--- config.mk ---
export PLATFORM = sky130hd
export DESIGN_NAME = serial_parity_rx
export DESIGN_NICKNAME = d
export VERILOG_FILES = /design/src/rtl/serial_parity_rx.sv
export SDC_FILE = /design/constraint.sdc
export NUM_CORES = 1
export LEC_CHECK = 0
export CAP_MARGIN = 20
export CORE_MARGIN = 2
export CORE_UTILIZATION = 58
export CTS_CLUSTER_DIAMETER = 60
export DETAILED_ROUTE_END_ITERATION = 6
export PLACE_DENSITY_LB_ADDON = 0.15
export REMOVE_ABC_BUFFERS = 1
export SLEW_MARGIN = 15
export SYNTH_ARGS = -nofsm -noshare
export SYNTH_HDL_FRONTEND = slang
export SYNTH_SLANG_ARGS = --single-unit
--- constraint.sdc ---
create_clock -name clk -period 4.26 [get_ports clk]
set_input_delay 0.639 -clock clk [delete_from_list [all_inputs] [get_ports clk]]
set_output_delay 0.639 -clock clk [all_outputs]
set_load 0.03 [all_outputs]
--- src/rtl/serial_parity_rx.sv ---
// serial_parity_rx
//   Receives framed, LSB-first serial words from a single idle-high line and
//   samples each bit near its middle using a local clock. When PARITY_CHECK_EN
//   is defined, each frame carries an even-parity bit after the data bits, and
//   that bit is checked. Each word is presented with a one-cycle valid strobe.
//
//   Frame: start(0), DATA_W data bits LSB first, [parity], stop(1).
//
//   Build option: `define PARITY_CHECK_EN adds the parity bit and its check.
//   Without it, the frame has no parity bit and parity_err is tied to 0.
//
// Parameters
//   DATA_W        data bits per frame (1-16)
//   CLKS_PER_BIT  clock cycles per serial bit (even, >= 4)
// Ports
//   clk         rising-edge clock
//   rst_n       asynchronous active-low reset
//   rx          serial line, asynchronous to clk
//   data_out    last received word
//   valid       one-cycle strobe; data_out and the error flags update with it
//   parity_err  last word failed the even-parity check
//   frame_err   last word had its stop bit sampled low
//   busy        receiver is inside a frame (FSM not idle)
module serial_parity_rx #(
    parameter int DATA_W       = 8,
    parameter int CLKS_PER_BIT = 16
) (
    input  logic              clk,
    input  logic              rst_n,
    input  logic              rx,
    output logic [DATA_W-1:0] data_out,
    output logic              valid,
    output logic              parity_err,
    output logic              frame_err,
    output logic              busy
);

    localparam int BAUD_W = $clog2(CLKS_PER_BIT);
    localparam int BIT_W  = $clog2(DATA_W + 1);
    localparam logic [BAUD_W-1:0] HALF_LAST = BAUD_W'(CLKS_PER_BIT / 2 - 1);
    localparam logic [BAUD_W-1:0] FULL_LAST = BAUD_W'(CLKS_PER_BIT - 1);
    localparam logic [BIT_W-1:0]  LAST_BIT  = BIT_W'(DATA_W - 1);

    typedef enum logic [2:0] {
        IDLE   = 3'd0,
        START  = 3'd1,
        DATA   = 3'd2,
`ifdef PARITY_CHECK_EN
        PARITY = 3'd3,
`endif
        STOP   = 3'd4,
        BRK    = 3'd5
    } state_t;

    state_t              state;
    state_t              state_next;
    logic                rx_meta;
    logic                rxs;
    logic [BAUD_W-1:0]   baud_cnt;
    logic [BIT_W-1:0]    bit_cnt;
    logic                tick;
    logic                shift_en;
    logic                stop_smp;
    logic [DATA_W-1:0]   shreg;
`ifdef PARITY_CHECK_EN
    logic                par_smp;
    logic                par_bit;
`endif

    // Two-flop synchronizer; resets to the idle (high) line level so that
    // reset release never looks like a start bit.
    always_ff @(posedge clk or negedge rst_n) begin
        if (!rst_n) begin
            rx_meta <= 1'b1;
            rxs     <= 1'b1;
        end else begin
            rx_meta <= rx;
            rxs     <= rx_meta;
        end
    end

    // State register
    always_ff @(posedge clk or negedge rst_n) begin
        if (!rst_n) state <= IDLE;
        else        state <= state_next;
    end

    // Next-state logic
    always_comb begin
        state_next = state;
        case (state)
            IDLE:  if (!rxs) state_next = START;
            // Re-check the line half a bit in; a high level means a glitch.
            START: if (tick) state_next = rxs ? IDLE : DATA;
            DATA:  if (tick && bit_cnt == LAST_BIT) begin
`ifdef PARITY_CHECK_EN
                       state_next = PARITY;
`else
                       state_next = STOP;
`endif
                   end
`ifdef PARITY_CHECK_EN
            PARITY: if (tick) state_next = STOP;
`endif
            STOP:  if (tick) state_next = rxs ? IDLE : BRK;
            // A held-low line (break) blocks new frames until it goes high.
            BRK:   if (rxs) state_next = IDLE;
            default: state_next = IDLE;
        endcase
    end

    // Output / strobe decode
    always_comb begin
        busy     = (state != IDLE);
        // START waits half a bit to land mid-bit; later states wait whole bits.
        tick     = (state == START) ? (baud_cnt == HALF_LAST) : (baud_cnt == FULL_LAST);
        shift_en = (state == DATA) && tick;
        stop_smp = (state == STOP) && tick;
`ifdef PARITY_CHECK_EN
        par_smp  = (state == PARITY) && tick;
`endif
    end

    // Baud and bit counters restart on every state entry.
    always_ff @(posedge clk or negedge rst_n) begin
        if (!rst_n) begin
            baud_cnt <= '0;
            bit_cnt  <= '0;
        end else if (state_next != state) begin
            baud_cnt <= '0;
            bit_cnt  <= '0;
        end else begin
            baud_cnt <= tick ? '0 : baud_cnt + 1'b1;
            if (shift_en) bit_cnt <= bit_cnt + 1'b1;
        end
    end

    // Shift register fills from the top so the first (LSB) bit ends at bit 0.
    always_ff @(posedge clk) begin
        if (shift_en) shreg <= DATA_W'({rxs, shreg} >> 1);
`ifdef PARITY_CHECK_EN
        if (par_smp) par_bit <= rxs;
`endif
    end

    // Word and flags are captured together on the stop-bit sample.
    always_ff @(posedge clk or negedge rst_n) begin
        if (!rst_n) begin
            valid     <= 1'b0;
            data_out  <= '0;
            frame_err <= 1'b0;
        end else begin
            valid <= stop_smp;
            if (stop_smp) begin
                data_out  <= shreg;
                frame_err <= ~rxs;
            end
        end
    end

`ifdef PARITY_CHECK_EN
    always_ff @(posedge clk or negedge rst_n) begin
        if (!rst_n)        parity_err <= 1'b0;
        else if (stop_smp) parity_err <= (^shreg) ^ par_bit;
    end
`else
    assign parity_err = 1'b0;
`endif

endmodule
==> results.md <==
* Synth unique cells at 42
* R2R setup slack at 2130 ps
* Die area at 2740 sq um
* Initial DRC count at 28
* CP arrival at 1770 ps
* Period utilization at 56.5%
* Synth area leaders: dfrtp_1 39%, edfxtp_1 18%, mux2_1 7.5%, dfstp_2 3.9%, ha_1 1.8%
* Status: finished, final reports clean
* Initial antenna violation count at 0
* RR Startpoint: baud_cnt[0]
* VDD IR-drop max at 0.324 mV
* Crit Path Category: reg -> out
* Clk Latency, worst-skew pair at 320 ps
* CTS tree: built
* Slew HR at 53.3%
* # hold bufs at CTS at 0
* Most common cell after layout, fill and taps aside: dfrtp_1
* Postcts setup bufs at 0
* Final setup viols at 0
* Number of global-route vias before repair at 793
* Min-delay worst type: in -> async
* CP Capture Type: output pin
* Grt ovf at 0
* Htree depth at 2
* RSZ-0062 raised after global routing: false
* FFs w/ async S/R, synth at 74.2%
* Post-synth EDFFs at 8
* Maximum clock insertion buffer count at 2
* Top-level I/O count at 15
* Clk sink count at 31
* Share of layout cells above drive strength 1 at 13.3%
* Top cell type's share of synthesized area at 38.7%
* Synth area leader: dfrtp_1
* Clock transition at the registers of the reported paths at 90 ps
* Cell depth of the worst flop-to-flop path at 4
* Die X at 52.4 um
* Setup tns final at 0 ps
* CP required at 3620 ps
* Nets at 124
* Total track usage at 20.7%
* CP peak stage delay at 660 ps
* Cell breakdown of the critical path: nor2_1 > nand2_1 > clkdlybuf4s50_1
* Dominant synthesized flop cell: dfrtp_1
* Post-Synthesis Cells at 105
* Largest net degree at the start of global routing at 24
* Slowest cell on the critical path: clkdlybuf4s50_1
* Layout area overhead at 16.0%
* Tmin final at 2410 ps
* Number of buffers created by CTS at 5
* Place WS at 2140 ps
* Final Hold Vio Count at 0
* Post-layout util at 71.1%
* Post-DR wirelength/cell at 16.4 um
* DR vias/cell at 6.14
* Total core area at 2210 sq um
* Fin Hold WS at 270 ps
* Crit-path max FO at 14
* DR pass1 iterations at 5
* Initial Util at 61.3%
* Antenna Violating Nets Remaining at 0
* Register area share after synthesis at 60.3%
* Syn Area/Cell at 12.9 sq um
* Detailed Route WL at 2430 um
* FMAX at 415 MHz
* Post_cts resized at 0
* Clk_skew at 2.65 ps
* Fillers at 168
* Final Worst Setup Slack at 1850 ps
* Yosys reg bits at 31
* Antenna Cells at 0
* Final Max Tran Viols at 0
* Mapped Area at 1360 sq um
* Row cnt at 17
* Commonest non-fill, non-tap cells in the layout: 21 x dfrtp_1, 12 x clkdlybuf4s50_1, 9 x mux2_1
* Startpoint Class: register
* Buffers on Ports at 13
* Final Total Pwr at 0.722 mW
* Static Leak at 0.660 nW
* Yosys warns at 0
* Worst slew pin tran at 699 ps
* FF-to-FF End: bit_cnt[3]
* Max_cap viols at 0
* Root Buffer: clkbuf_4
* Global-route wire length before repair at 3890 um
* Pwr dens at 459 nW/um^2
* Placed wire-length estimate at 1580 um
* Die height at 52.4 um
* Post-route DRC at 0
* Via count at 908
* Final GP Congestion at 0.758
[area by class of cell]
type | count | area (sq um) | area share, %
tap | 28 | 35.0 | 2.23
inverter | 3 | 11.3 | 0.716
multi-input combinational | 64 | 489 | 31.1
sequential | 31 | 818 | 52.0
clock inverter | 2 | 35.0 | 2.23
timing repair buffer | 14 | 133 | 8.43
clock buffer | 6 | 51.3 | 3.26
[registers in the layout (all words and copies together) (netlist names)]
register   count
data_out       8
baud_cnt       4
valid          1
rxs            1
state          3
shreg          8
frame_err      1
rx_meta        1
bit_cnt        4
[critical path: cells and delay by family, from the launching register on]
kind / cells / cell delay (ps)
buf+inv: 1 / 660
flops: 1 / 570
simple gates: 2 / 220
[synthesized netlist by cell type (2+ instances only)]
cell type,count
dfrtp_1,21
nand3b_1,2
edfxtp_1,8
nor2b_1,2
o31ai_1,2
a2111oi_0,2
ha_1,2
dfstp_2,2
buf_2,3
nand2_1,3
o21ai_0,4
mux2_1,9
clkbuf_1,2
buf_4,2
a21oi_1,4
nor2_1,5
inv_1,3
nand3_1,4
or3b_1,2
[per-layer routing]
| metal | up-vias | GRT usage, % | routed length, um |
|---|---|---|---|
| met2 | 28 | 29.6 | 1140 |
| met3 | 6 | 6.00 | 141 |
| met5 | - | 0 | 0 |
| met1 | 454 | 29.5 | 1120 |
| met4 | 0 | 8.97 | 29 |
| li1 | 420 | - | - |
[stage by stage]
| step | cells | cell area (sq um) |
|---|---|---|
| CTS | 148 | 1580 |
| global route | 148 | 1570 |
| detailed placement | 140 | 1490 |
| global placement | 140 | 1490 |
| floorplan | 98 | 1320 |
| finish | 148 | 1570 |
[logic make-up after synthesis]
kind of cell	after synthesis	share of synthesized area (%)
XOR/XNOR	2	1.29
multiplexers	10	8.21
adder cells (fa/ha/maj)	2	1.84
buffers and inverters	10	3.60
flip-flops	31	60.3
other	1	0.276
AO/OA/AOI/OAI	20	11.2
AND/OR/NAND/NOR	29	13.3
[worst max path at each step]
stage	to	cells past startpoint	startpoint	slack, ps
CTS	busy	3	state[0]	1860
finish	busy	3	state[0]	1850
detailed placement	bit_cnt[3]	4	baud_cnt[0]	2140
floorplan	data_out[1]	4	baud_cnt[0]	2010
global placement	busy	3	state[0]	2260
global route	busy	3	state[0]	1760
[power by group]
| part | internal [mW] | leakage [nW] | switching [mW] |
|---|---|---|---|
| clock | 0.139 | 0.0482 | 0.0992 |
| combinational | 0.0560 | 0.236 | 0.0659 |
| sequential | 0.328 | 0.375 | 0.0336 |
| total | 0.523 | 0.660 | 0.199 |
(Power assumes the default switching activity.)
